===== config.mk =====
export PLATFORM = sky130hd
export DESIGN_NAME = md_hilo_sequencer
export DESIGN_NICKNAME = d
export VERILOG_FILES = /design/src/rtl/md_pkg.sv /design/src/rtl/md_div_core.sv /design/src/rtl/md_hilo_sequencer.sv
export SDC_FILE = /design/constraint.sdc
export NUM_CORES = 2
export LEC_CHECK = 0
export CAP_MARGIN = 20
export CELL_PAD_IN_SITES_DETAIL_PLACEMENT = 0
export CELL_PAD_IN_SITES_GLOBAL_PLACEMENT = 1
export CORE_ASPECT_RATIO = 0.5
export CORE_MARGIN = 8
export CORE_UTILIZATION = 45
export DETAILED_ROUTE_END_ITERATION = 8
export HOLD_SLACK_MARGIN = 0.1
export PLACE_DENSITY = 0.84
export RECOVER_POWER = 25
export SLEW_MARGIN = 20
export SYNTH_ARGS = -nofsm -noshare
export SYNTH_HDL_FRONTEND = slang
export SYNTH_SLANG_ARGS = --single-unit

===== constraint.sdc =====
create_clock -name clk -period 11.15 [get_ports clk]
set_input_delay 2.23 -clock clk [delete_from_list [all_inputs] [get_ports clk]]
set_output_delay 2.23 -clock clk [all_outputs]
set_load 0.05 [all_outputs]

===== src/rtl/md_pkg.sv =====
// Shared encodings and helpers for the multiply/divide sequencer and the hazard unit.
// Optional feature macro used by the sequencer: MD_DIVZ_DETECT_EN.
package md_pkg;

  localparam logic [2:0] MD_NONE  = 3'd0;
  localparam logic [2:0] MD_MULT  = 3'd1;
  localparam logic [2:0] MD_MULTU = 3'd2;
  localparam logic [2:0] MD_DIV   = 3'd3;
  localparam logic [2:0] MD_DIVU  = 3'd4;
  localparam logic [2:0] MD_MTHI  = 3'd5;
  localparam logic [2:0] MD_MTLO  = 3'd6;

  localparam int unsigned MD_XLEN  = 32;
  localparam int unsigned DIV_BITS = 32;

  typedef enum logic [1:0] {
    S_IDLE = 2'd0,
    S_MUL  = 2'd1,
    S_DIV  = 2'd2,
    S_FIX  = 2'd3
  } md_state_e;

  function automatic logic md_is_op(input logic [2:0] op);
    return (op >= MD_MULT) && (op <= MD_MTLO);
  endfunction

  // Hazard unit: while busy, stall any ID instruction that issues here or reads HI/LO.
  function automatic logic md_hazard_stall(input logic busy, input logic id_is_md,
                                           input logic id_is_mfhilo);
    return busy & (id_is_md | id_is_mfhilo);
  endfunction

  function automatic logic [31:0] md_abs(input logic [31:0] v, input logic is_signed);
    logic [31:0] r;
    if (is_signed && v[31]) begin
      r = 32'd0 - v;
    end else begin
      r = v;
    end
    return r;
  endfunction

endpackage


===== src/rtl/md_div_core.sv =====
// Iterative restoring divider on unsigned operands: one quotient bit per clock,
// DIV_BITS iterations after start, remainder/quotient held in one shift register.
module md_div_core
  import md_pkg::*;
(
  input  logic        clk,
  input  logic        rst,
  input  logic        start_i,
  input  logic [31:0] dividend_i,
  input  logic [31:0] divisor_i,
  output logic [31:0] quotient_o,
  output logic [31:0] remainder_o,
  output logic        valid_o
);

  localparam logic [5:0] LAST_ITER = 6'(DIV_BITS - 1);

  logic [63:0] acc_q, acc_d;
  logic [31:0] dvs_q, dvs_d;
  logic [5:0]  cnt_q, cnt_d;
  logic        run_q, run_d;
  logic        valid_q, valid_d;
  logic [32:0] upper_s;
  logic [32:0] diff_s;
  logic [63:0] acc_step_s;

  // One restoring step: shift in the next dividend bit, subtract if it fits.
  always_comb begin
    upper_s = acc_q[63:31];
    diff_s  = upper_s - {1'b0, dvs_q};
    if (!diff_s[32]) begin
      acc_step_s = {diff_s[31:0], acc_q[30:0], 1'b1};
    end else begin
      acc_step_s = {upper_s[31:0], acc_q[30:0], 1'b0};
    end
  end

  // Load on start, otherwise iterate until the last quotient bit is in.
  always_comb begin
    acc_d   = acc_q;
    dvs_d   = dvs_q;
    cnt_d   = cnt_q;
    run_d   = run_q;
    valid_d = valid_q;
    if (start_i) begin
      acc_d   = {32'd0, dividend_i};
      dvs_d   = divisor_i;
      cnt_d   = 6'd0;
      run_d   = 1'b1;
      valid_d = 1'b0;
    end else if (run_q) begin
      acc_d = acc_step_s;
      cnt_d = cnt_q + 6'd1;
      if (cnt_q == LAST_ITER) begin
        run_d   = 1'b0;
        valid_d = 1'b1;
      end else begin
        run_d   = 1'b1;
        valid_d = 1'b0;
      end
    end else begin
      run_d = 1'b0;
    end
  end

  // Divider state registers.
  always_ff @(posedge clk or posedge rst) begin
    if (rst) begin
      acc_q   <= 64'd0;
      dvs_q   <= 32'd0;
      cnt_q   <= 6'd0;
      run_q   <= 1'b0;
      valid_q <= 1'b0;
    end else begin
      acc_q   <= acc_d;
      dvs_q   <= dvs_d;
      cnt_q   <= cnt_d;
      run_q   <= run_d;
      valid_q <= valid_d;
    end
  end

  assign quotient_o  = acc_q[31:0];
  assign remainder_o = acc_q[63:32];
  assign valid_o     = valid_q;

endmodule


===== src/rtl/md_hilo_sequencer.sv =====
// Multi-cycle MULT/MULTU/DIV/DIVU sequencer and HI/LO owner for the EX stage.
// Optional macro MD_DIVZ_DETECT_EN: adds div_zero and short-circuits divide by zero.
module md_hilo_sequencer
  import md_pkg::*;
#(
  parameter int unsigned MUL_LAT = 3
) (
  input  logic        clk,
  input  logic        rst,
  input  logic        md_valid,
  input  logic [2:0]  md_op,
  input  logic [31:0] x,
  input  logic [31:0] y,
  input  logic        flush,
  output logic        busy,
  output logic        done,
  output logic [31:0] hi,
  output logic [31:0] lo
`ifdef MD_DIVZ_DETECT_EN
  ,
  output logic        div_zero
`endif
);

  localparam bit         MUL_DIRECT = (MUL_LAT == 1);
  localparam logic [5:0] MUL_LAST   = (MUL_LAT > 1) ? 6'(MUL_LAT - 2) : 6'd0;
  localparam logic [5:0] DIV_LAST   = 6'(DIV_BITS - 1);

  md_state_e   state_q, state_d;
  logic [5:0]  cnt_q, cnt_d;
  logic        busy_q, busy_d;
  logic        done_q, done_d;
  logic [31:0] hi_q, hi_d;
  logic [31:0] lo_q, lo_d;
  logic [63:0] prod_q, prod_d;
  logic        is_div_q, is_div_d;
  logic        neg_quo_q, neg_quo_d;
  logic        neg_rem_q, neg_rem_d;

  logic        accept_s;
  logic        is_div_op_s;
  logic        divz_hit_s;
  logic        mul_sgn_s;
  logic [63:0] mul_a_s, mul_b_s, mul_prod_s;
  logic        div_start_s;
  logic [31:0] div_quo_s, div_rem_s;
  logic        div_valid_s;
  logic [31:0] quo_fix_s, rem_fix_s;

  assign accept_s    = md_valid && !busy_q && !flush && md_is_op(md_op);
  assign is_div_op_s = (md_op == MD_DIV) || (md_op == MD_DIVU);

`ifdef MD_DIVZ_DETECT_EN
  assign divz_hit_s = (y == 32'd0);
`else
  assign divz_hit_s = 1'b0;
`endif

  // Low 64 bits of the sign/zero-extended product serve both MULT and MULTU.
  assign mul_sgn_s  = (md_op == MD_MULT);
  assign mul_a_s    = {{32{mul_sgn_s & x[31]}}, x};
  assign mul_b_s    = {{32{mul_sgn_s & y[31]}}, y};
  assign mul_prod_s = mul_a_s * mul_b_s;

  md_div_core u_div (
    .clk         (clk),
    .rst         (rst),
    .start_i     (div_start_s),
    .dividend_i  (md_abs(x, md_op == MD_DIV)),
    .divisor_i   (md_abs(y, md_op == MD_DIV)),
    .quotient_o  (div_quo_s),
    .remainder_o (div_rem_s),
    .valid_o     (div_valid_s)
  );

  assign quo_fix_s = neg_quo_q ? (32'd0 - div_quo_s) : div_quo_s;
  assign rem_fix_s = neg_rem_q ? (32'd0 - div_rem_s) : div_rem_s;

  // Next-state, counters and HI/LO write selection.
  always_comb begin
    state_d     = state_q;
    cnt_d       = cnt_q;
    busy_d      = busy_q;
    done_d      = 1'b0;
    hi_d        = hi_q;
    lo_d        = lo_q;
    prod_d      = prod_q;
    is_div_d    = is_div_q;
    neg_quo_d   = neg_quo_q;
    neg_rem_d   = neg_rem_q;
    div_start_s = 1'b0;
    case (state_q)
      S_IDLE: begin
        if (accept_s) begin
          case (md_op)
            MD_MULT, MD_MULTU: begin
              prod_d   = mul_prod_s;
              is_div_d = 1'b0;
              cnt_d    = 6'd0;
              busy_d   = 1'b1;
              if (MUL_DIRECT) begin
                state_d = S_FIX;
                done_d  = 1'b1;
              end else begin
                state_d = S_MUL;
              end
            end
            MD_DIV, MD_DIVU: begin
              if (divz_hit_s) begin
                busy_d = 1'b0;
              end else begin
                div_start_s = 1'b1;
                is_div_d    = 1'b1;
                state_d     = S_DIV;
                cnt_d       = 6'd0;
                busy_d      = 1'b1;
                neg_quo_d   = (md_op == MD_DIV) & (x[31] ^ y[31]);
                neg_rem_d   = (md_op == MD_DIV) & x[31];
              end
            end
            MD_MTHI: hi_d = x;
            MD_MTLO: lo_d = x;
            default: state_d = S_IDLE;
          endcase
        end else begin
          state_d = S_IDLE;
        end
      end
      S_MUL: begin
        if (flush) begin
          state_d = S_IDLE;
          busy_d  = 1'b0;
          cnt_d   = 6'd0;
        end else if (cnt_q == MUL_LAST) begin
          state_d = S_FIX;
          done_d  = 1'b1;
        end else begin
          cnt_d = cnt_q + 6'd1;
        end
      end
      S_DIV: begin
        if (flush) begin
          state_d = S_IDLE;
          busy_d  = 1'b0;
          cnt_d   = 6'd0;
        end else if (cnt_q == DIV_LAST) begin
          state_d = S_FIX;
          done_d  = 1'b1;
        end else begin
          cnt_d = cnt_q + 6'd1;
        end
      end
      S_FIX: begin
        state_d = S_IDLE;
        busy_d  = 1'b0;
        cnt_d   = 6'd0;
        // A flush landing in FIX suppresses the commit.
        if (!flush) begin
          if (is_div_q) begin
            if (div_valid_s) begin
              hi_d = rem_fix_s;
              lo_d = quo_fix_s;
            end else begin
              hi_d = hi_q;
            end
          end else begin
            hi_d = prod_q[63:32];
            lo_d = prod_q[31:0];
          end
        end else begin
          hi_d = hi_q;
        end
      end
      default: begin
        state_d = S_IDLE;
        busy_d  = 1'b0;
        cnt_d   = 6'd0;
      end
    endcase
  end

  // Sequencer and HI/LO registers.
  always_ff @(posedge clk or posedge rst) begin
    if (rst) begin
      state_q   <= S_IDLE;
      cnt_q     <= 6'd0;
      busy_q    <= 1'b0;
      done_q    <= 1'b0;
      hi_q      <= 32'd0;
      lo_q      <= 32'd0;
      prod_q    <= 64'd0;
      is_div_q  <= 1'b0;
      neg_quo_q <= 1'b0;
      neg_rem_q <= 1'b0;
    end else begin
      state_q   <= state_d;
      cnt_q     <= cnt_d;
      busy_q    <= busy_d;
      done_q    <= done_d;
      hi_q      <= hi_d;
      lo_q      <= lo_d;
      prod_q    <= prod_d;
      is_div_q  <= is_div_d;
      neg_quo_q <= neg_quo_d;
      neg_rem_q <= neg_rem_d;
    end
  end

`ifdef MD_DIVZ_DETECT_EN
  logic divz_q;

  // Divide-by-zero flag pulses for the cycle after the short-circuited accept.
  always_ff @(posedge clk or posedge rst) begin
    if (rst) begin
      divz_q <= 1'b0;
    end else begin
      divz_q <= accept_s && is_div_op_s && divz_hit_s;
    end
  end

  assign div_zero = divz_q;
`else
  logic unused_s;
  assign unused_s = is_div_op_s;
`endif

  assign busy = busy_q;
  assign done = done_q & ~flush;
  assign hi   = hi_q;
  assign lo   = lo_q;

endmodule


==> results by group <==
Logic synthesis
  – Synthesized cell area: approximately 53000 µm²
  – Most frequent cell after synthesis: inv_1
  – Post-Syn Nets: 7503
  – Avg Cell Area, Syn: just under 9 µm²
  – Post-synth EDFFs: 0
  – Post-synth top flop: dfrtp_1
  – Post-synthesis cell type count: 75
  – Seq cells post-synth: roughly 250
  – Synth warnings: 0
  – Synth cell count leaders: inv_1, fa_1, nand2_1
  – Yosys top cell by area: fa_1
  – Cells after Synth: between 6000 and 7000
  – Largest cells by area after synthesis: fa_1, dfrtp_1, inv_1, nand2_1, ha_1
  – Area fraction of the dominant cell type after synthesis: ~43%
  – Ys async rst share: 100%
  – Sequential-to-total area share from yosys stat: 11.6%

Detailed routing
  – Post-route antenna net violation count: 0
  – Routed WL: roughly 160 mm
  – DR WL/cell: about 22 µm
  – Routed length on met2: between 70 and 80 mm
  – Top layer in use: met5
  – Length of routed met3 wiring: approximately 16 mm
  – Via count: 42000
  – Detailed Routing Iterations Pass 1: 6
  – DRC: 0
  – Metal1 wirelength: 67.9 mm
  – Vias/cell: between 5 and 6
  – Detailed Route Iter0 Violations: approximately 3600

Clocking
  – H-tree depth: 1
  – Worst-path clk slew: ~60 ps
  – # hold bufs at CTS: 0
  – Root buffer cell: clkbuf_16
  – Clk buf depth: 3
  – CTS sink count: about 250
  – TritonCTS clock tree: done
  – Setup Buffers After CTS: 0
  – Worst skew pair latency: between 600 and 700 ps
  – Clock buffer count from CTS: 30
  – Post-CTS Resized: 0

GRT
  – First-pass GRT wire length: about 260 mm
  – Aggregate global-route resource usage: ~25%
  – Vias in the first global route: 45000
  – Grt ovf: 0
  – Initial antenna violation count: 12
  – Largest net degree at the start of global routing: between 100 and 150

Finish
  – Final net count: 7427
  – P&R area growth vs syn: 8.20%
  – Final Util: about half
  – Final instance area: ~57000 µm²
  – Fraction of layout cells with a size suffix above 1: under 10%

Placement
  – Dpl hpwl: approximately 130 mm
  – Port Buffer Count: approximately 140
  – Gpl congestion: 0.948
  – Placed cell area: approximately 56000 µm²

Floorplanning
  – Site Rows: roughly 90
  – Core Box Area: 117000 µm²
  – Die Span X: between 500 and 600 µm
  – Die height: around 260 µm
  – Die area: 130000 µm²
  – Initial Util: 45.2%
  – IO Pins: 137

Setup path
  – Worst setup EP type: flop
  – Top Family by Delay on Critical Path: adder cells
  – Worst Path Buf+Inv: 8
  – Reg-to-reg setup timing slack: approximately 6300 ps
  – Max FO, Critical Path: 23
  – Critical-path top delay cell: fa_1
  – Setup crit start kind: input port
  – Worst reg2reg path endpoint: u_div.acc_q[49]$_DFFE_PP0P_
  – CP max stage delay: around 560 ps
  – Critical path arrival: between 10000 and 15000 ps
  – Critical path's most frequent cell: fa_1
  – Worst R2R Start: u_div.acc_q[31]$_DFFE_PP0P_
  – R2r worst-path depth: 15
  – Req. time, crit path: around 12000 ps
  – Critical path type: input port to flop

Timing
  – Highest clock rate: about 96 MHz
  – Slew HR: -273%
  – Final hold vios: 0
  – Hold Slack: around 480 ps
  – Tightest Pin Transition: about 5600 ps
  – Setup Skew: roughly 68 ps
  – Final Setup Violations: 0
  – RSZ-0062 raised after global routing: no
  – Count of final max-slew check failures: 180
  – Sum Neg Setup Slack: 0 ps
  – Post-layout min period: between 10000 and 15000 ps
  – Period utilisation layout: between 90% and 100%

Outcome
  – Failing checks: capacitance limit, slew limit
  – Status: complete, but fails checks

Min path
  – Min-Delay Endpoint: lo[4]$_DFFE_PP0P_
  – Worst min-delay path startpoint: lo[4]$_DFFE_PP0P_
  – Worst hold path type: flop to flop
  – Hold Path Depth: 2

Job
  – Number of max-cap violations: 2
==> final cells by class <==
cell class,instances,area (µm²)
Tap cell,1592,1990
Clock inverter,18,285
Multi-Input combinational cell,4237,41000
Fill cell,11000,60000
Inverter,1185,4450
Clock buffer,38,831
Antenna cell,6,15.0
Timing Repair Buffer,275,2610
Sequential cell,245,6140
==> worst max path at each step <==
stage	from	end	slack, ps	cells past startpoint
2_1_floorplan	md_op[0]	prod_q[60]$_DFFE_PP0P_	730	30
3_3_place_gp	md_op[0]	prod_q[60]$_DFFE_PP0P_	280	30
3_5_place_dp	md_op[0]	prod_q[56]$_DFFE_PP0P_	140	30
4_1_cts	md_op[0]	prod_q[56]$_DFFE_PP0P_	750	30
5_1_grt	md_op[0]	prod_q[54]$_DFFE_PP0P_	110	30
6_report	md_op[0]	prod_q[56]$_DFFE_PP0P_	700	30
==> routing by layer <==
metal  vias up  track usage, %
met5         -           0.445
met4         6            10.5
met3       395            5.50
met2      2049            39.4
met1     21500            34.8
li1      18100               -
==> sequential cells by signal, summed over array words and instances, names as in the netlist <==
signal	count
neg_rem_q	1
cnt_q	6
prod_q	64
u_div.cnt_q	6
u_div.dvs_q	32
neg_quo_q	1
hi	32
u_div.run_q	1
is_div_q	1
busy	1
state_q	2
u_div.valid_o	1
done_q	1
lo	32
u_div.acc_q	64
==> layout by cell type (no fill, tap or decap), types with 6 or more instances in the layout <==
cell             netlist  final
inv_1               1185   1184
fa_1                1126   1126
nand2_1             1064   1062
and2_1               311    311
o21ai_0              307    307
ha_1                 256    255
dfrtp_1              245    243
a21oi_1              234    234
nor2_1               185    184
xor2_1               121    120
clkdlybuf4s50_1        0    114
buf_4                  1    112
xnor2_1              108    107
a21o_1                47     47
nor2b_1               45     45
mux2i_1               40     40
a31oi_1               38     38
o31ai_1               31     31
clkbuf_16              0     30
nand4_1               28     28
and3_1                26     26
nand3_1               25     25
buf_12                 0     25
o21bai_1              20     20
buf_2                  7     20
o41ai_1               19     19
nor3_1                18     18
nor4_1                16     16
nand2b_1              15     15
or2_2                 14     14
or4_1                 14     14
or3_1                 12     11
mux2_2                11     11
o21a_1                 7      7
diode_2                0      6
o211ai_1               6      6
bufinv_16              0      6
==> logic make-up after synthesis <==
family	Yosys count	synth area share, %
and+or+nand+nor	1800	15.4
buffers and inverters	1568	11.1
adders and majority gates	1382	48.6
AOI/OAI and AO/OA	775	8.58
DFF	245	11.6
xor gates and xnor gates	229	3.78
muxes	51	0.989
==> metrics by stage <==
stage                     instances  setup WS, ps
after CTS                      7590           751
after global placement         7534           277
after floorplan                6050           726
after global routing           7593           114
final                          7596           703
after detailed placement       7534           139
==> tightest hold or removal path, cell delays in order, from the launching register on <==
cell     delay [ps]
dfrtp_1         340
nand2_1          40
o21ai_0          60
Power is not shown: default switching activity piles up to over one toggle a cycle in this logic, so the estimate is an artifact.
